`src/rtl/seg7_pkg.sv`:
```
`default_nettype none
// +----------------------------------------------------------------------------+
// | Module   : seg7_pkg                                                        |
// | Purpose  : Shared constants, types and the hex-to-segment decode used by  |
// |            the seven-segment scan stage.                                   |
// | Contents : DIGITS, active-low segment codes (SEG_OFF, SEG_0..SEG_F),       |
// |            scan_state_e {BLANK, SHOW}, disp_cfg_t (one display snapshot),  |
// |            hex2seg() nibble decoder.                                       |
// | Revision : 1.0 - initial release                                           |
// +----------------------------------------------------------------------------+
package seg7_pkg;

  localparam int DIGITS = 4;

  // Segment patterns, bit order {g,f,e,d,c,b,a}, active-low (0 = lit).
  localparam logic [6:0] SEG_OFF = 7'h7F;
  localparam logic [6:0] SEG_0   = 7'h40;
  localparam logic [6:0] SEG_1   = 7'h79;
  localparam logic [6:0] SEG_2   = 7'h24;
  localparam logic [6:0] SEG_3   = 7'h30;
  localparam logic [6:0] SEG_4   = 7'h19;
  localparam logic [6:0] SEG_5   = 7'h12;
  localparam logic [6:0] SEG_6   = 7'h02;
  localparam logic [6:0] SEG_7   = 7'h78;
  localparam logic [6:0] SEG_8   = 7'h00;
  localparam logic [6:0] SEG_9   = 7'h10;
  localparam logic [6:0] SEG_A   = 7'h08;
  localparam logic [6:0] SEG_B   = 7'h03;
  localparam logic [6:0] SEG_C   = 7'h46;
  localparam logic [6:0] SEG_D   = 7'h21;
  localparam logic [6:0] SEG_E   = 7'h06;
  localparam logic [6:0] SEG_F   = 7'h0E;

  // Per-slot scan phase: anodes dark first, then the digit is driven.
  typedef enum logic [0:0] {
    BLANK = 1'b0,
    SHOW  = 1'b1
  } scan_state_e;

  // Everything captured by one update strobe; held as a unit so the pending
  // and display copies can never disagree field-by-field.
  typedef struct packed {
    logic [15:0] data;
    logic [3:0]  dp;
    logic [3:0]  en;
    logic        lzb;
  } disp_cfg_t;

  function automatic logic [6:0] hex2seg(input logic [3:0] nib);
    logic [6:0] seg;
    case (nib)
      4'h0:    seg = SEG_0;
      4'h1:    seg = SEG_1;
      4'h2:    seg = SEG_2;
      4'h3:    seg = SEG_3;
      4'h4:    seg = SEG_4;
      4'h5:    seg = SEG_5;
      4'h6:    seg = SEG_6;
      4'h7:    seg = SEG_7;
      4'h8:    seg = SEG_8;
      4'h9:    seg = SEG_9;
      4'hA:    seg = SEG_A;
      4'hB:    seg = SEG_B;
      4'hC:    seg = SEG_C;
      4'hD:    seg = SEG_D;
      4'hE:    seg = SEG_E;
      default: seg = SEG_F;
    endcase
    return seg;
  endfunction

endpackage
`default_nettype wire

```
`src/rtl/seg7_hexdec.sv`:
```
`default_nettype none
// +----------------------------------------------------------------------------+
// | Module   : seg7_hexdec                                                     |
// | Purpose  : Purely combinational hex nibble to seven-segment decoder.       |
// | Ports    : nib_i [3:0]  hex nibble to display                              |
// |            seg_o [6:0]  {g,f,e,d,c,b,a}, active-low                        |
// | Revision : 1.0 - initial release                                           |
// +----------------------------------------------------------------------------+
module seg7_hexdec
  import seg7_pkg::*;
(
  input  logic [3:0] nib_i,
  output logic [6:0] seg_o
);

  always_comb begin
    seg_o = hex2seg(nib_i);
  end

endmodule
`default_nettype wire

```
`src/rtl/seg7_scan.sv`:
```
`default_nettype none
// +----------------------------------------------------------------------------+
// | Module   : seg7_scan                                                       |
// | Purpose  : Time-multiplexed driver for a 4-digit common-anode display with |
// |            a frame-synchronous double buffer (no tearing), per-digit       |
// |            enable, decimal points and leading-zero blanking.               |
// | Params   : REFRESH_DIV  clock cycles per digit slot (4 .. 2**20)           |
// |            BLANK_CYCLES dark cycles at the start of each slot              |
// |                         (1 .. REFRESH_DIV-1)                               |
// | Ports    : clk_i        system clock                                       |
// |            rst_i        synchronous reset, active-high                     |
// |            data_i[15:0] hex value, nibble k shown on digit k               |
// |            dp_i[3:0]    decimal point per digit, 1 = lit                   |
// |            en_i[3:0]    digit enable, 1 = digit may light                  |
// |            lzb_i        leading-zero blanking enable                       |
// |            upd_i        one-cycle strobe capturing data/dp/en/lzb          |
// |            an_o[3:0]    anodes, active-low                                 |
// |            seg_o[6:0]   segments {g,f,e,d,c,b,a}, active-low               |
// |            dp_o         decimal point, active-low                          |
// |            frame_o      one-cycle pulse per commit point                   |
// | Revision : 1.0 - initial release                                           |
// +----------------------------------------------------------------------------+
module seg7_scan
  import seg7_pkg::*;
#(
  parameter int REFRESH_DIV  = 12500,
  parameter int BLANK_CYCLES = 64
) (
  input  logic        clk_i,
  input  logic        rst_i,
  input  logic [15:0] data_i,
  input  logic [3:0]  dp_i,
  input  logic [3:0]  en_i,
  input  logic        lzb_i,
  input  logic        upd_i,
  output logic [3:0]  an_o,
  output logic [6:0]  seg_o,
  output logic        dp_o,
  output logic        frame_o
);

  localparam int            CW           = $clog2(REFRESH_DIV);
  localparam logic [CW-1:0] C_CNT_LAST   = CW'(REFRESH_DIV - 1);
  localparam logic [CW-1:0] C_BLANK_LAST = CW'(BLANK_CYCLES - 1);
  localparam logic [CW-1:0] C_CNT_ONE    = CW'(1);

  // --------------------------------------------------------------------------
  // Scan position: slot counter runs 0..REFRESH_DIV-1 across the whole slot;
  // the FSM tracks which phase of the slot that count falls in.
  // --------------------------------------------------------------------------
  scan_state_e   state_q, state_d;
  logic [CW-1:0] cnt_q,   cnt_d;
  logic [1:0]    dig_q,   dig_d;
  logic          slot_end_w;

  assign slot_end_w = (cnt_q == C_CNT_LAST);

  always_comb begin
    cnt_d = slot_end_w ? '0 : (cnt_q + C_CNT_ONE);
    dig_d = slot_end_w ? (dig_q + 2'd1) : dig_q;
  end

  // FSM process 1: state register (with counter and digit index).
  always_ff @(posedge clk_i) begin
    if (rst_i) begin
      state_q <= BLANK;
      cnt_q   <= '0;
      dig_q   <= 2'd0;
    end else begin
      state_q <= state_d;
      cnt_q   <= cnt_d;
      dig_q   <= dig_d;
    end
  end

  // FSM process 2: next-state logic.
  always_comb begin
    state_d = state_q;
    case (state_q)
      BLANK:   if (cnt_q == C_BLANK_LAST) state_d = SHOW;
      SHOW:    if (slot_end_w)            state_d = BLANK;
      default:                            state_d = BLANK;
    endcase
  end

  // --------------------------------------------------------------------------
  // Double buffer. The only cycle in which the display copy may change is the
  // first cycle of digit 0's blank phase, so a frame is always drawn from one
  // consistent snapshot.
  // --------------------------------------------------------------------------
  disp_cfg_t disp_q,  disp_d;
  disp_cfg_t pend_q,  pend_d;
  logic      pflag_q, pflag_d;
  disp_cfg_t in_cfg_w;
  logic      commit_w;

  assign in_cfg_w = '{data: data_i, dp: dp_i, en: en_i, lzb: lzb_i};
  assign commit_w = (state_q == BLANK) && (dig_q == 2'd0) && (cnt_q == '0);

  always_comb begin
    disp_d  = disp_q;
    pend_d  = pend_q;
    pflag_d = pflag_q;
    if (commit_w) begin
      // A strobe landing on the commit cycle is newer than anything pending,
      // so it goes straight to the display and the pending copy is dropped.
      if (upd_i) begin
        disp_d = in_cfg_w;
      end else if (pflag_q) begin
        disp_d = pend_q;
      end
      pflag_d = 1'b0;
    end else if (upd_i) begin
      pend_d  = in_cfg_w;
      pflag_d = 1'b1;
    end
  end

  always_ff @(posedge clk_i) begin
    if (rst_i) begin
      disp_q  <= '0;
      pend_q  <= '0;
      pflag_q <= 1'b0;
    end else begin
      disp_q  <= disp_d;
      pend_q  <= pend_d;
      pflag_q <= pflag_d;
    end
  end

  // --------------------------------------------------------------------------
  // Digit selection and suppression
  // --------------------------------------------------------------------------
  logic [3:0]  nib_w;
  logic [6:0]  seg_dec_w;
  logic [15:0] upper_w;
  logic        suppress_w;

  assign nib_w   = disp_q.data[{dig_q, 2'b00} +: 4];
  // This nibble and every higher one, shifted down; zero means "leading zero".
  assign upper_w = disp_q.data >> {dig_q, 2'b00};

  // Digit 0 is exempt from blanking so a value of zero still shows "0".
  assign suppress_w = ~disp_q.en[dig_q]
                    | (disp_q.lzb & (dig_q != 2'd0) & (upper_w == 16'h0000));

  seg7_hexdec u_hexdec (
    .nib_i (nib_w),
    .seg_o (seg_dec_w)
  );

  // FSM process 3: output logic, registered below so every output is
  // glitch-free and lags the scan state by exactly one cycle.
  logic [3:0] an_d;
  logic [6:0] seg_d;
  logic       dp_d;

  always_comb begin
    an_d  = 4'hF;
    seg_d = SEG_OFF;
    dp_d  = 1'b1;
    if (state_q == SHOW) begin
      // Segments are decoded even for a suppressed digit; the dark anode
      // alone keeps it unlit while it still uses up its slot.
      seg_d = seg_dec_w;
      dp_d  = ~disp_q.dp[dig_q];
      if (!suppress_w) begin
        an_d = ~(4'b0001 << dig_q);
      end
    end
  end

  logic [3:0] an_q;
  logic [6:0] seg_q;
  logic       dp_q;
  logic       frame_q;

  always_ff @(posedge clk_i) begin
    if (rst_i) begin
      an_q    <= 4'hF;
      seg_q   <= SEG_OFF;
      dp_q    <= 1'b1;
      frame_q <= 1'b0;
    end else begin
      an_q    <= an_d;
      seg_q   <= seg_d;
      dp_q    <= dp_d;
      frame_q <= commit_w;
    end
  end

  assign an_o    = an_q;
  assign seg_o   = seg_q;
  assign dp_o    = dp_q;
  assign frame_o = frame_q;

endmodule
`default_nettype wire

```
`config.mk`:
```
export PLATFORM = sky130hd
export DESIGN_NAME = seg7_scan
export DESIGN_NICKNAME = d
export VERILOG_FILES = /design/src/rtl/seg7_pkg.sv /design/src/rtl/seg7_hexdec.sv /design/src/rtl/seg7_scan.sv
export SDC_FILE = /design/constraint.sdc
export NUM_CORES = 1
export LEC_CHECK = 0
export ABC_AREA = 1
export ABC_CLOCK_PERIOD_IN_PS = 3000
export BUFFER_PORTS_ARGS = -buffer_cell sky130_fd_sc_hd__buf_2
export CAP_MARGIN = 15
export CORE_AREA = 3 3 138 140
export CTS_CLUSTER_DIAMETER = 100
export DETAILED_ROUTE_END_ITERATION = 12
export DIE_AREA = 0 0 141 143
export SLEW_MARGIN = 40
export SYNTH_ARGS = -nofsm -noshare
export SYNTH_HDL_FRONTEND = slang
export SYNTH_SLANG_ARGS = --single-unit
```
`constraint.sdc`:
```
create_clock -name clk_i -period 3 [get_ports clk_i]
set_input_delay 0.15 -clock clk_i [delete_from_list [all_inputs] [get_ports clk_i]]
set_output_delay 0.15 -clock clk_i [all_outputs]
set_load 0.005 [all_outputs]
```
# Yosys cells after proc, flatten, opt, wreduce, memory -nomap -nowiden
# Memory sizes are Yosys's and may differ from the RTL's. A register that Yosys moved wholly into a read port is not among the register bits.
# Cells that the tools add are included.
# word_totals
n_memories	1
output_inout_bits	13
ff_bits	74
wordCells	54
input_bits	28
mem_bits_ro	112
# memory_table
name	depth	word_bits	read_ports	rd_clocked_by_memory_dff	write_ports	line	text
(no name shown)	16	7	1	1	0	seg7_pkg.sv:51	case (nib)
# op_classes
reduce_logical	13
n_addsub	2
n_eq_ne	2
bitwise	8
n_lt_le_gt_ge	1
n_mux	9
shifts	3
# op_table
op	count
25-bit 2-to-1 mux	2
16-bit logical NOT	1
16-bit by 5-bit variable part select with 4-bit output	1
16-bit by 4-bit right shift with 16-bit output	1
14-bit by 1-bit adder with 14-bit output (second input constant)	1
14-bit == test (second input constant)	1
14-bit by 6-bit == test with 1-bit output (second input constant)	1
14-bit logical NOT	1
2-bit OR reduction	3
1-bit binary-select mux with 2-bit select	2
1-bit 2-to-1 mux	4
1-bit NOT	4
4-bit NOT	1
2-bit AND reduction	2
2-bit nonzero test	2
1-bit by 2-bit << shifter with 4-bit output (first input constant)	1
2-bit by 3-bit less-than comparator with 1-bit output (second input constant)	1
3-bit OR reduction	1
2-bit by 1-bit adder with 2-bit output (second input constant)	1
1-bit AND	2
1-bit logical AND	2
2-bit logical NOT	1
1-bit one-hot mux with 2 select lines	1
1-bit bitwise OR	1

# Longest topological paths before layout
# Gate-level depths: netlist of the first run.
# depth
word_depth	5
depth_mapped	13

# Hierarchy
# Synthesis of the first run repeated with hierarchy kept, for this count alone.
# hier_totals
cells_unflattened	606
area_unflattened_um2	4301.6
# by_module_without_submodules
mod	instances	cells_per_inst	area_each_um2	seq_area_each_um2
seg7_scan	1	557	4027.6	1621.6
seg7_hexdec	1	49	274.0	0.0

# Worst setup path after synthesis of the first run
# OpenSTA, ideal clock, no wires.
# synth_path
path_type	flip-flop to flip-flop
startpoint	reg dig_q[0]
endpoint	reg pend_q[0] (netlist bit)
required_ns	2.885
path_slack_ns	1.289
t_arrival_ns	1.596
path_stages_with_launch	11
path_buffers	3
path_cell_list	dfxtp_1 -> buf_6 -> inv_2 -> buf_6 -> ha_1 -> nand3_1 -> nor2_8 -> nand2_4 -> buf_2 -> a21oi_1 -> nor2_1
# synth_between
elab_chain_cells	5
# synth_lines
element	line	text
start: declaration	seg7_scan.sv:53	logic [1:0] dig_q, dig_d;
start signal: assignment	seg7_scan.sv:72	dig_q <= dig_d;
2-bit logical NOT	seg7_scan.sv:98	assign commit_w = (state_q == BLANK) && (dig_q == 2'd0) && (cnt_q == '0);
1-bit logical AND (2 in a row)	seg7_scan.sv:98	
1-bit NOT (no source line)	--	
2-bit AND reduction (no source line)	--	
end signal: assignment	seg7_scan.sv:126	pend_q <= pend_d;
end: declaration	seg7_scan.sv:92	disp_cfg_t pend_q, pend_d;
# Every way passes these cells.
# A chain may end at the register's enable or synchronous reset.

# Worst setup path in the final report of the first run
# layout_path
startpoint	reg dig_q[1]
endpoint	reg pend_q[18] (netlist bit)
# Same word-level chain as after synthesis.

==> results of run 1 <==
worst max-delay path, stage by stage (launching register included):
cell and delay, ns:
dfxtp_1 0.53, clkinv_1 0.30, ha_1 0.29, nand3_1 0.19, nor2_8 0.13, nand2_4 0.43, nand3_1 0.13, nand2_1 0.09
nor2_1 0.04
layout by cell type, fill, tap and decap left out, drive strengths merged, types with 6 or more instances in the layout:
| master | netlist | final |
|---|---|---|
| buf | 26 | 43 |
| nor2 | 91 | 91 |
| nand4 | 30 | 30 |
| dfxtp | 81 | 81 |
| ha | 11 | 11 |
| inv | 124 | 125 |
| clkbuf | 8 | 10 |
| a21oi | 63 | 63 |
| nand3 | 63 | 63 |
| nand2 | 178 | 178 |
| o21ai | 6 | 6 |
worst max-delay path by stage:
stage / startpoint / endpoint / slack [ns] / cells after the start
3_3_place_gp: dig_q[1] / pend_q[18] / 0.79 / 8
4_1_cts: dig_q[1] / pend_q[18] / 0.74 / 8
2_1_floorplan: dig_q[0] / pend_q[0] / 1.29 / 10
6_report: dig_q[1] / pend_q[18] / 0.74 / 8
3_5_place_dp: dig_q[1] / pend_q[18] / 0.75 / 8
5_1_grt: dig_q[1] / pend_q[11] / 0.47 / 8
layout make-up:
class,count,area [µm²],share of cell area (%)
Clock inverter,6,91.3,1.79
Inverter,125,469,9.21
Timing Repair Buffer,43,223,4.37
Tap cell,229,287,5.63
Multi-Input combinational cell,457,2170,42.7
Sequential cell,81,1620,31.8
Clock buffer,10,229,4.50
state kept, by name (all words and copies together) (netlist names):
signal   flops
frame_o      1
seg_o        7
dig_q        2
an_o         4
pend_q      25
state_q      1
cnt_q       14
disp_q      25
dp_o         1
pflag_q      1
routing by layer:
layer  vias up  global-route usage, %
met2        59                   15.4
met5         -                      0
met4         0                   3.37
met3         7                   2.51
met1      1696                   14.8
li1       2200                      -
through the flow:
stage / setup WS [ns] / total power [mW] / utilization (%) / cell area (µm²)
floorplan: 1.29 / 1.60 / - / 4440
global placement: 0.786 / 1.70 / 26.6 / 4770
detailed placement: 0.750 / 1.70 / 26.6 / 4770
CTS: 0.741 / 2.92 / 28.3 / 5090
global route: 0.473 / 3.04 / 28.3 / 5090
finish: 0.740 / 2.87 / 28.3 / 5090
power breakdown:
group	total (mW)	internal [mW]	switching, mW	leakage, nW
logic	0.480	0.168	0.312	1.70
clock network	1.19	0.734	0.458	0.157
registers	1.20	1.15	0.0413	0.664
logic make-up after synthesis:
kind of cell	count (synthesis)	share of synthesized area (%)
adder cells (fa/ha/maj)	11	3.10
flip-flops	81	36.5
XOR/XNOR	5	0.985
buffers and inverters	159	14.6
AND/OR/NAND/NOR	369	36.4
AO/OA/AOI/OAI	72	8.36
==> results.md, run 1 <==
* Vias post-DR at 3962
* Final setup violation count at 0
* RSZ-0062 raised after global routing: no
* Final hold viol count at 0
* Die H at 143 µm
* Tcrit/Tclk final at 75.3%
* Peak VDD IR at ~320 µV
* WHS Endpoint: frame_o
* GRT Resource Usage Total at 10.4%
* Die span in x at 141 µm
* Residual DRC count at 0
* Setup TNS Final at 0 ns
* First-pass GRT wire length at 17.3 mm
* Flops & latches, synth at 81
* DP Cell Count at 935
* Clock Tree Root: clkbuf_16
* Mapped Nets at 736
* Post-synth EDFFs at 0
* CTS buffer count at 9
* Rel. slew slack at 61.4%
* Tmin final at 2.26 ns
* Vias in the first global route at 3668
* Maximum clock frequency at 442 MHz
* Fillcell total at 1998
* HP Start: rst_i
* CP Class: register to register
* Cell row count at between 40 and 50
* FF-to-FF setup slack at 0.74 ns
* Critical Path Start Type: register
* Starting Density at between 20% and 30%
* DR top layer: met4
* WHS at slightly above 0.08 ns
* Crit path DAT at 2.50 ns
* Share of cells above drive strength 1 at 9.83%
* Routed len/inst at 10.5 µm
* RR Startpoint: dig_q[1]
* Setup bufs post-CTS at 0
* Routed Antenna Nets at 0
* Cell count after synthesis at ~700
* Routed WL at between 10 and 15 mm
* Count leader, synth: nand2_1
* Clock Path Buffers at 2
* ANT cells at 0
* Post-synth top cells: nand2_1, inv_1, nor2_1
* Yosys top cell by area: dfxtp_1
* Hold buffers post-CTS at 0
* Wl on met1 at 5.39 mm
* Pwr per Cell Area at 563 nW/µm²
* Post-Syn Area at 4440 µm²
* Status: finished, final reports clean
* CP endpoint kind: register
* Gp weighted congestion at 0.812
* H-tree Lvls at 3
* Hold Crit Class: input pin to register
* Leading post-synthesis cells by cell area: dfxtp_1, nand2_1, inv_1, nor2_1, a21oi_1
* Pins over their slew limit at 0
* Unique cell type count in the Yosys netlist at 30
* Syn_area_per_cell at 6.38 µm²
* Worst Skew at 0.0116 ns
* Critical path peak fanout at 52
* Final nets at approximately 760
* First drt pass iteration count at 4
* Die area at a little over 20000 µm²
* Metal3 WL at around 390 µm
* Top-area cell type share of the netlist area at 36.5%
* CTS tree: yes
* Later-pin clock latency in the skew report at 0.34 ns
* Placeable core region at 18000 µm²
* Worst EP required at roughly 3.2 ns
* Synth-to-Final Area Change at 14.6%
* Max-cap violations at 0
* Vias per inst at about 4.2
* DP HPWL at 6.97 mm
* PortBufs at 40
* I/O pins at just over 40
* Clock sinks at 81
* Worst reg2reg endpoint: pend_q[18]
* Synth async-reset ratio at 0%
* Yosys warning total at 0
* Leakage dissipation at 2.52 nW
* Worst-margin pin slew at 0.575 ns
* Starting DRT DRC Count at 295
* Routed wl met2 at slightly above 4 mm
* Initial antenna violation count at 0
* Min-Delay Path Depth at 2
* Non-filler cells, final at 951
* Sequential share of the synthesized area at 36.5%
* Synth Flop Type: dfxtp_1
* Gr ovfl total at 0
* PostCTS Resize Cnt at 0
* Reg2reg path depth at 8
* Largest net degree at the start of global routing at 61
* CTS clk-pin slew, worst paths at 0.06 ns
(Power assumes the default switching activity.)
==> inputs of run 2 (changes only) <==
--- a/config.mk
+++ b/config.mk
@@ -6,7 +6,7 @@
 export NUM_CORES = 1
 export LEC_CHECK = 0
 export ABC_AREA = 1
-export ABC_CLOCK_PERIOD_IN_PS = 3000
+export ABC_CLOCK_PERIOD_IN_PS = 2100
 export BUFFER_PORTS_ARGS = -buffer_cell sky130_fd_sc_hd__buf_2
 export CAP_MARGIN = 15
 export CORE_AREA = 3 3 138 140
==> constraint.sdc (replaced) <==
create_clock -name clk_i -period 2.1 [get_ports clk_i]
set_input_delay 0.105 -clock clk_i [delete_from_list [all_inputs] [get_ports clk_i]]
set_output_delay 0.105 -clock clk_i [all_outputs]
set_load 0.005 [all_outputs]
==> run 2 against run 1 <==
Sequential share of layout area is 0.62 points lower. Critical path depth increased by 3. Setup slack got worse by 0.43 ns. Non-clock buffer count grew 10. Global-route usage increased by 0.40 points. Via count rose by 2.4%. Final area increased by 2.0%. Flip-flop and latch count unchanged. Routed wire length increased by 3.1%. Critical path type unchanged. Largest cell class unchanged.
==> results.md, run 2 (synthesized netlist as in run 1, its figures left out) <==
* Status: finished, final reports clean
* GRT Resource Usage Total at 10.8% (+0.40 points)
* CTS tree: yes
* Routed Antenna Nets at 0 (unchanged)
* RSZ-0062 raised after global routing: no
* Leakage dissipation at 2.57 nW (+2.0%)
* Seq pwr share at 40.6% (-1.1 points)
* Tmin final at 1.79 ns (-0.474 ns)
* Tcrit/Tclk final at 85.1% (+9.7 points)
* Max-cap violations at 0 (unchanged)
* Pwr per Cell Area at 810 nW/µm² (+44%)
* Clock Tree Root: clkbuf_16
* P_sw at 1.14 mW (+41%)
* Worst reg2reg endpoint: an_o[0]
* Pins over their slew limit at 0 (unchanged)
* Cell row count at 49 (unchanged)
* H-tree Lvls at 3 (unchanged)
* Die span in x at 141 µm (unchanged)
* I/O pins at 41 (unchanged)
* Crit path launch: dig_q[0]
* Placed Instance Area at 4860 µm² (+1.8%)
* Worst EP required at 2.30 ns (-0.94 ns)
* Routed WL at 10.3 mm (+3.1%)
* Starting DRT DRC Count at 250 (-15%)
* Clock Path Buffers at 2 (unchanged)
* Critical path peak fanout at 20 (-62%)
* ANT cells at 0 (unchanged)
* CTS clk-pin slew, worst paths at 0.06 ns (about the same)
* Largest net degree at the start of global routing at 53 (-13%)
* Residual DRC count at 0 (unchanged)
* Logic gate share of total power at 16.8% (about the same)
* WHS at 0.0180 ns (-0.0646 ns)
* Fillcell total at 2013 (+0.75%)
* CP Class: register to register
* Internal power at 3.06 mW (+49%)
* Fin area at 5190 µm² (+2.0%)
* DP HPWL at 7.18 mm (+3.0%)
* Peak VDD IR at 397 µV (+23%)
* Setup TNS Final at 0 ns (unchanged)
* Worst-margin pin slew at 0.639 ns (+0.0636 ns)
* Cell Chain, Critical Path: buf_4 -> nand2_1 -> nand3_1 -> nand2_1 -> ha_1 -> inv_1 -> nor2_1 -> nand3_1 -> nor2_1 -> nand2_1 -> nand3_1
* CP Capture Point: an_o[0]
* Crit-path slowest cell: dfxtp_1
* Vias per inst at 4.23 (+1.5%)
* Reg2reg path depth at 11 (+3)
* Most common cell after layout, fill and taps aside: nand2_1
* Clock sinks at 81 (unchanged)
* Placeable core region at 18000 µm² (unchanged)
* Largest regs: disp_q x25, pend_q x25, cnt_q x14
* Initial antenna violation count at 0 (unchanged)
* Vias in the first global route at 3683 (+0.41%)
* Gp weighted congestion at 0.767 (-5.6%)
* PortBufs at 40 (unchanged)
* Total power draw at 4.20 mW (+47%)
* CTS buffer count at 9 (unchanged)
* First-pass GRT wire length at 17.8 mm (+3.3%)
* Die H at 143 µm (unchanged)
* Setup bufs post-CTS at 0 (unchanged)
* Starting Density at 24.7% (unchanged)
* RR Startpoint: dig_q[0]
* Area of the multi-input gates at 2170 µm² (unchanged)
* Share of cells above drive strength 1 at 10.9% (+1.1 points)
* Final nets at 766 (+1.3%)
* First drt pass iteration count at 5 (+1)
* Rel. slew slack at 57.1% (-4.3 points)
* Hold buffers post-CTS at 0 (unchanged)
* Final setup violation count at 0 (unchanged)
* Die area at 20200 µm² (unchanged)
* CP endpoint kind: register
* PostCTS Resize Cnt at 0 (unchanged)
* Most frequent cells in the layout: nand2_1, inv_1, nor2_1, dfxtp_1
* Final hold viol count at 0 (unchanged)
* Sw frac at 27.2% (-1.1 points)
* Worst Skew at 0.00712 ns (-0.00447 ns)
* Gr ovfl total at 0 (unchanged)
* Clock Power Share at 42.6% (+1.0 points)
* Routed len/inst at 10.8 µm (+2.1%)
* Synth-to-Final Area Change at 16.9%
* Vias post-DR at 4058 (+2.4%)
* Register area at 1620 µm² (unchanged)
* Hold Crit Class: input pin to register
* FF-to-FF setup slack at 0.31 ns (-0.43 ns)
* Maximum clock frequency at 560 MHz (+27%)
* Later-pin clock latency in the skew report at 0.34 ns (about the same)
* CP max stage delay at 0.34 ns (-0.19 ns)
* Critical Path Start Type: register
* Crit path DAT at 1.99 ns (-0.51 ns)
## run 2: cell types whose count changed in the layout (fill, tap and decap cells not counted)
cell        delta
buf_4          +9
clkinv_4       -2
clkinvlp_4     +2
buf_12         +1
bufinv_16      +1
clkinv_2       -1
inv_6          -1
## run 2: worst min path at each step
stage,from,endpoint,cells past startpoint
floorplan,rst_i,frame_o,1
global placement,rst_i,frame_o,2
detailed placement,rst_i,frame_o,2
CTS,rst_i,frame_o,2
global route,rst_i,frame_o,2
finish,rst_i,frame_o,2
## run 2: critical path: cells and delay by family, from the launching register on
kind                       cells  cell delay [ns]
and+or+nand+nor                8             0.72
buffers and inverters          2             0.33
DFF                            1             0.34
adders and majority gates      1             0.25
## run 2: metrics by stage
step	utilization (%)	worst slack [ns]	instances
5_1_grt	28.9	0.138	960
2_1_floorplan	-	0.389	697
3_3_place_gp	27.1	0.365	945
4_1_cts	28.9	0.305	960
3_5_place_dp	27.1	0.319	945
6_report	28.9	0.313	960
## run 2: layer usage
| layer | wire length (µm) | track usage, % | share of wire, % | vias up |
|---|---|---|---|---|
| met5 | 0 | 0 | 0 | - |
| met4 | 151 | 3.52 | 1.5 | 0 |
| met3 | 474 | 3.01 | 4.6 | 13 |
| met2 | 4260 | 15.5 | 41 | 80 |
| met1 | 5440 | 15.5 | 53 | 1747 |
| li1 | - | - | - | 2218 |
## run 2: final cells by class
cell class	count	area share, %
clock buffers	10	4.41
inverters	125	9.03
well taps	229	5.52
repair buffers	53	5.97
clock inverters	5	2.02
multi-input cells	457	41.8
flip-flops and latches	81	31.2
## run 2: power groups by stage
stage,logic (mW),registers (mW),clock network [mW]
after detailed placement,0.708,1.74,0
after global routing,0.838,1.72,1.90
after global placement,0.708,1.74,0
after CTS,0.711,1.71,1.85
after floorplan,0.564,1.73,0
final,0.705,1.71,1.79
